===== config.mk =====
export PLATFORM = sky130hd
export DESIGN_NAME = cache_control
export DESIGN_NICKNAME = d
export VERILOG_FILES = /design/src/rtl/lc3b_types.sv /design/src/rtl/sat_counter.sv /design/src/rtl/cache_control.sv
export SDC_FILE = /design/constraint.sdc
export NUM_CORES = 1
export LEC_CHECK = 0
export CAP_MARGIN = 10
export CORE_UTILIZATION = 45
export DETAILED_ROUTE_END_ITERATION = 16
export PLACE_DENSITY = 0.72
export SLEW_MARGIN = 20
export SYNTH_ARGS = -nofsm -noshare
export SYNTH_HDL_FRONTEND = slang
export SYNTH_SLANG_ARGS = --single-unit

===== constraint.sdc =====
create_clock -name clk -period 2.55 [get_ports clk]
set_input_delay 0.255 -clock clk [delete_from_list [all_inputs] [get_ports clk]]
set_output_delay 0.255 -clock clk [all_outputs]
set_load 0.03 [all_outputs]

===== src/rtl/lc3b_types.sv =====
// Shared types for the LC-3b L1 cache: controller state encoding.
package lc3b_types;

  typedef enum logic [1:0] {
    S_IDLE  = 2'd0,
    S_WB    = 2'd1,
    S_ALLOC = 2'd2
  } lc3b_cache_state;

endpackage


===== src/rtl/sat_counter.sv =====
// Saturating up-counter with synchronous clear (clear wins over increment).
module sat_counter #(
  parameter int unsigned width = 16
) (
  input  logic             clk,
  input  logic             rst_n,
  input  logic             clr,
  input  logic             inc,
  output logic [width-1:0] count
);

  logic [width-1:0] count_q, count_d;

  always_comb begin
    count_d = count_q;
    if (clr) begin
      count_d = '0;
    end else if (inc && (count_q != '1)) begin
      count_d = count_q + 1'b1;
    end
  end

  always_ff @(posedge clk or negedge rst_n) begin
    if (!rst_n) begin
      count_q <= '0;
    end else begin
      count_q <= count_d;
    end
  end

  assign count = count_q;

endmodule


===== src/rtl/cache_control.sv =====
// Controller for the 2-way write-back/write-allocate L1: sequences hit, writeback and
// line fill, decodes datapath strobes from state and inputs, and keeps perf counters.
module cache_control
  import lc3b_types::*;
#(
  parameter int unsigned CNT_W = 16
) (
  input  logic             clk,
  input  logic             rst_n,
  input  logic             mem_read,
  input  logic             mem_write,
  output logic             mem_resp,
  output logic             pmem_read,
  output logic             pmem_write,
  input  logic             pmem_resp,
  input  logic             tag_match,
  input  logic             tag_sel,
  input  logic             valid,
  input  logic             dirty,
  input  logic             lru_out,
  output logic             write_one,
  output logic             write_two,
  output logic             write_dirty_one,
  output logic             write_dirty_two,
  output logic             dirty_one_in,
  output logic             dirty_two_in,
  output logic             lru_write,
  output logic             writemux_sel,
  input  logic             perf_clr,
  output logic [CNT_W-1:0] hit_count,
  output logic [CNT_W-1:0] miss_count,
  output logic [CNT_W-1:0] wb_count
);

  lc3b_cache_state state_q, state_d;
  logic req, hit;
  logic hit_inc, miss_inc, wb_inc;

  assign req = mem_read | mem_write;
  assign hit = tag_match & valid;

  always_comb begin
    state_d         = state_q;
    mem_resp        = 1'b0;
    pmem_read       = 1'b0;
    pmem_write      = 1'b0;
    write_one       = 1'b0;
    write_two       = 1'b0;
    write_dirty_one = 1'b0;
    write_dirty_two = 1'b0;
    dirty_one_in    = 1'b0;
    dirty_two_in    = 1'b0;
    lru_write       = 1'b0;
    writemux_sel    = 1'b0;
    hit_inc         = 1'b0;
    miss_inc        = 1'b0;
    wb_inc          = 1'b0;
    unique case (state_q)
      S_IDLE: begin
        if (req && hit) begin
          mem_resp  = 1'b1;
          lru_write = 1'b1;
          hit_inc   = 1'b1;
          // A simultaneous read+write is serviced as a write.
          if (mem_write) begin
            writemux_sel    = 1'b1;
            write_one       = ~tag_sel;
            write_two       = tag_sel;
            write_dirty_one = ~tag_sel;
            write_dirty_two = tag_sel;
            dirty_one_in    = ~tag_sel;
            dirty_two_in    = tag_sel;
          end
        end else if (req) begin
          miss_inc = 1'b1;
          state_d  = dirty ? S_WB : S_ALLOC;
        end
      end
      S_WB: begin
        pmem_write = 1'b1;
        if (pmem_resp) begin
          wb_inc  = 1'b1;
          state_d = S_ALLOC;
        end
      end
      S_ALLOC: begin
        pmem_read = 1'b1;
        if (pmem_resp) begin
          write_one       = ~lru_out;
          write_two       = lru_out;
          write_dirty_one = ~lru_out;
          write_dirty_two = lru_out;
          state_d         = S_IDLE;
        end
      end
      default: state_d = S_IDLE;
    endcase
  end

  always_ff @(posedge clk or negedge rst_n) begin
    if (!rst_n) begin
      state_q <= S_IDLE;
    end else begin
      state_q <= state_d;
    end
  end

  sat_counter #(.width(CNT_W)) u_hit_cnt (
    .clk   (clk),
    .rst_n (rst_n),
    .clr   (perf_clr),
    .inc   (hit_inc),
    .count (hit_count)
  );

  sat_counter #(.width(CNT_W)) u_miss_cnt (
    .clk   (clk),
    .rst_n (rst_n),
    .clr   (perf_clr),
    .inc   (miss_inc),
    .count (miss_count)
  );

  sat_counter #(.width(CNT_W)) u_wb_cnt (
    .clk   (clk),
    .rst_n (rst_n),
    .clr   (perf_clr),
    .inc   (wb_inc),
    .count (wb_count)
  );

endmodule


# After elaboration in Yosys (flattened, before gate mapping)
# Index checks and enable logic that the tools add are counted.
[totals] output_inout_bits=59 wordCells=63 regBits=50
[classes] addsub=3 bitwise_logic=4 n_eq_ne=9 n_reduce_logical=9 muxes=34
[op_table] operator="two-way mux 16 bit" count=6
[op_table] operator="adder 16 x 1 -> 16 bit, second input constant" count=3
[op_table] operator="!= test 16 bit, second input constant" count=3
[op_table] operator="two-way mux 1 bit" count=20
[op_table] operator="two-way mux 2 bit" count=5
[op_table] operator="!= test 2 bit, second input constant" count=4
[op_table] operator="one-hot mux 2 bit (3 select lines)" count=1
[op_table] operator="nonzero test 2 bit" count=3
[op_table] operator="logical AND 1 bit" count=4
[op_table] operator="one-hot mux 1 bit (2 select lines)" count=2
[op_table] operator="AND reduction 4 bit" count=1
[op_table] operator="equality test 2 x 1 -> 1 bit, second input constant" count=1
[op_table] operator="equality test 2 bit, second input constant" count=1
[op_table] operator="zero test 2 bit" count=1
[op_table] operator="NOT 1 bit" count=2
[op_table] operator="bitwise AND 1 bit" count=1
[op_table] operator="bitwise OR 1 bit" count=1

# Logic depth before layout (Yosys ltp)
[depth] depth_word=7 mapped_depth=7 mapped_depth_nobuf=6

# Modules after synthesis
# From an unflattened synthesis, not the netlist that was laid out.
[unflattened] hier_cells=323 hier_area_um2=3052.9
[modules_own_cells] module="sat_counter" area_each_um2=942.2 cells_per_inst=98 instances=3
[modules_own_cells] module="cache_control" area_each_um2=226.5 cells_per_inst=29 instances=1

# Least setup slack after synthesis
# Ideal clock, no wire load.
[synth_timing] path_type="register -> output" from="register state_q[1]" to="output write_one" t_arrival_ns=2.053 path_slack_ns=0.242 path_stages_with_launch=7 t_required_ns=2.295 path_cell_list="dfrtp_1 -> or4_4 -> buf_6 -> clkinv_8 -> nand2_1 -> o22ai_1 -> buf_4"
[synth_between] elab_chain_cells=2
[synth_lines] element="start, declared" line="cache_control.sv:35" text="lc3b_cache_state state_q, state_d;"
[synth_lines] element="start signal, assigned" line="cache_control.sv:104" text="state_q <= state_d;"
[synth_lines] element="equality test 2 bit / zero test 2 bit (equally long branches)"
[synth_lines] element="one-hot mux 1 bit (2 select lines) *"
[synth_lines] element="end, declared" line="cache_control.sv:21" text="output logic write_one,"
# Mark *: on every way between the ends. The rest lies on a longest branch, timed or not.

# Worst setup path in the final report
[layout_timing] from="register state_q[1]" to="output mem_resp"
[layout_between] elab_chain_cells=2
[layout_lines] element="zero test 2 bit" line="cache_control.sv:58" text="unique case (state_q)"
[layout_lines] element="two-way mux 1 bit" line="cache_control.sv:58"
[layout_lines] element="end, declared" line="cache_control.sv:12" text="output logic mem_resp,"
# Every way passes these cells.

==> impl_metrics.toml <==
[min_path]
hp-class = "primary input to async pin"

[logic_synthesis]
ys_seq_area_share_pct = 45.3
synth-async-reset-ratio_pct = 100
synth_edf_count = 0
synth_top_area_share_pct = 45.3
synthCells = 298
synth_area_leader_cell = "dfrtp_1"
synth_cell_types = 45
synth_fp_nets = 312
syn_area_mm2 = 0.00276
synthFlopType = "dfrtp_1"
synthTopCellsByArea = "dfrtp_1 (45%), nor2_1 (7.2%), xnor2_1 (7.0%), xor2_1 (3.8%), nand2_1 (3.3%)"
syn_avg_cell_area_um2 = 9.27
synth_seq_cells = 50
ys_warn_count = 0

[floorplan]
start_util_pct = 46.7
dieWidth_um = 80.4
io_pins = 70
rows = 28
dieArea_mm2 = 0.00646
core_area_mm2 = 0.00592
die_y_um = 80.4

[sta]
finalSetupTns_ns = 0
slew_violations = 0
max_slew.worst_pin.slew_ns = 0.645
hold_viol = 0
fin_ws_ns = 0.177
skew_ns = 0.00360
finalCriticalPeriod_ns = 2.37
rsz0062_at_grt = "false"
max_freq_ghz = 0.421
fin_crit_sh_pct = 93.0
max_slew_margin_pct = 57.0
setup_viol = 0

[placed_design]
dp_hpwl_mm = 4.69
io_buffers = 69
globalplace.congestion = 0.859
preCtsSetupSlack_ns = 0.201

[critical_path]
worstPathArrival_ns = 2.12
critPathLaunchType = "flop"
crit_required_ns = 2.30
worst-path-buf-inv = 2
path_delay_family = "buffers and inverters"
path_cells = "or4_4 > clkinv_8 > clkdlybuf4s50_1"
cp_slowest_stage_delay_ns = 0.67
worst_r2r_path_depth = 5
rrSetupSlack_ns = 0.60
critPathMaxFanout = 9
crit_slowest_cell = "clkdlybuf4s50_1"
end_kind = "primary output"
rr_endpoint = "u_hit_cnt.count[12]"
critPathKind = "flop to primary output"
r2r-start = "state_q[1]"

[detailed_routing]
drc = 0
initialDrtViolationCount = 112
wl_per_cell_um = 14.7
wl_mm = 6.59
via_per_inst = 5.51
vias = 2463
dr.pass1.iters = 4
ant_nets = 0

[power_and_ir_drop]
p_int_w = 0.00128
max-vdd-ir-drop_uv = 444
pwr-share-clk_pct = 28.9
power.leakage_nw = 1.42
cellPowerDensity_mw_per_mm2 = 510
switching_share_pct = 31.2
p_sw_w = 0.000579
comb_power_share_pct = 24.1
seq_power_share_pct = 47.0

[grt]
grt_max_degree = 49
grt_pass1_wl_mm = 10.7
grt_overflow = 0
antenna_found_initial = 0
grt_pass1_vias = 2205
grt_usage_pct = 21.4

[job]
cap_violations = 0

[finish]
nets = 385
syn_to_final_growth_pct = 31.6
drive_gt1_share_pct = 8.87
final_cell_mix = "clkdlybuf4s50_1 (61), nor2_1 (53), dfrtp_1 (50)"
final_common_cell = "clkdlybuf4s50_1"
antennaDiodeCount = 0

[clock_tree]
root_buffer = "clkbuf_8"
cts-buffers-inserted = 5
cts.clk_slew.worst_paths_ns = 0.09
cts_tree = "yes"
cts_buffer_depth = 2
clkLatencyLatePin_ns = 0.30
clock-sinks = 50
h-tree-depth = 2
ctsResizeCount = 0
cts_setup_buffers = 0

[status]
status = "finished, final reports clean"
[worst max-delay path by stage]
stage / start / endpoint / slack [ns] / depth (start not counted)
6_report: state_q[1] / mem_resp / 0.18 / 3
5_1_grt: state_q[1] / lru_write / 0.13 / 3
4_1_cts: state_q[1] / mem_resp / 0.16 / 3
3_5_place_dp: tag_match / lru_write / 0.20 / 5
3_3_place_gp: tag_match / mem_resp / 0.21 / 5
2_1_floorplan: state_q[1] / write_one / 0.24 / 6
[cell usage after synthesis, types with 2 or more instances]
| cell | instances |
|---|---|
| and3_1 | 5 |
| nor4_1 | 9 |
| nand4_1 | 12 |
| or2_2 | 3 |
| o21ai_0 | 9 |
| nand3b_1 | 2 |
| inv_1 | 4 |
| and4_1 | 4 |
| nand3_1 | 16 |
| a41oi_1 | 2 |
| dfrtp_1 | 50 |
| nand2_1 | 24 |
| or3_1 | 8 |
| buf_4 | 3 |
| ha_1 | 3 |
| nor2b_1 | 2 |
| a211oi_1 | 4 |
| nor3_1 | 10 |
| mux2i_1 | 4 |
| o211ai_1 | 2 |
| xor2_1 | 12 |
| xnor2_1 | 22 |
| clkbuf_1 | 6 |
| a21oi_1 | 9 |
| nor2_1 | 53 |
[power groups by stage]
stage / clock network, W / logic (W) / registers [W]
floorplan: 0 / 0.000251 / 0.000906
global placement: 0 / 0.000442 / 0.000886
detailed placement: 0 / 0.000449 / 0.000886
CTS: 0.000547 / 0.000452 / 0.000871
global route: 0.000581 / 0.000483 / 0.000876
finish: 0.000536 / 0.000447 / 0.000871
[layout make-up]
class	count	area, um^2
Tap cell	75	93.8
Timing Repair Buffer	77	731
Inverter	5	31.3
Multi-Input combinational cell	232	1420
Fill cell	531	2280
Clock buffer	8	110
Sequential cell	50	1250
[flip-flops by register name, summed over array words and instances, names as in the netlist]
register,flops
state_q,2
u_hit_cnt.count,16
u_miss_cnt.count,16
u_wb_cnt.count,16
[per-layer routing]
metal | vias up | track usage [%] | wire length [um] | share of wire [%]
li1 | 1201 | - | - | -
met1 | 1182 | 28.2 | 3050 | 46
met2 | 67 | 35.3 | 3180 | 48
met3 | 13 | 3.86 | 239 | 3.6
met4 | 0 | 7.32 | 121 | 1.8
met5 | - | 0 | 0 | 0
[metrics by stage]
step | instances | power (W) | hold WS, ns | cell area [um^2] | util [%]
after floorplan | 298 | 0.00116 | -0.0406 | 2760 | -
after global placement | 438 | 0.00133 | 0.215 | 3520 | 59.4
after detailed placement | 438 | 0.00134 | 0.218 | 3520 | 59.4
after CTS | 447 | 0.00187 | 0.417 | 3640 | 61.4
after global routing | 447 | 0.00194 | 0.454 | 3640 | 61.4
final | 447 | 0.00185 | 0.409 | 3640 | 61.4
[what timing repair did]
action | in CTS | in global routing
endpoints found under the hold margin | 16 | 0
setup endpoints to repair | 0 | 0
hold buffers | 1 | 0
[cells by family (layout without fill, tap and decap cells)]
| family | Yosys count | count (layout) | synth area share (%) |
|---|---|---|---|
| adder cells (fa/ha/maj) | 3 | 3 | 1.36 |
| flip-flops | 50 | 50 | 45.3 |
| buffers and inverters | 16 | 90 | 3.35 |
| AND/OR/NAND/NOR | 158 | 158 | 29.4 |
| XOR/XNOR | 34 | 34 | 10.8 |
| AO/OA/AOI/OAI | 33 | 33 | 8.38 |
| multiplexers | 4 | 4 | 1.45 |
No activity file was read; power rests on OpenSTA's default activity.
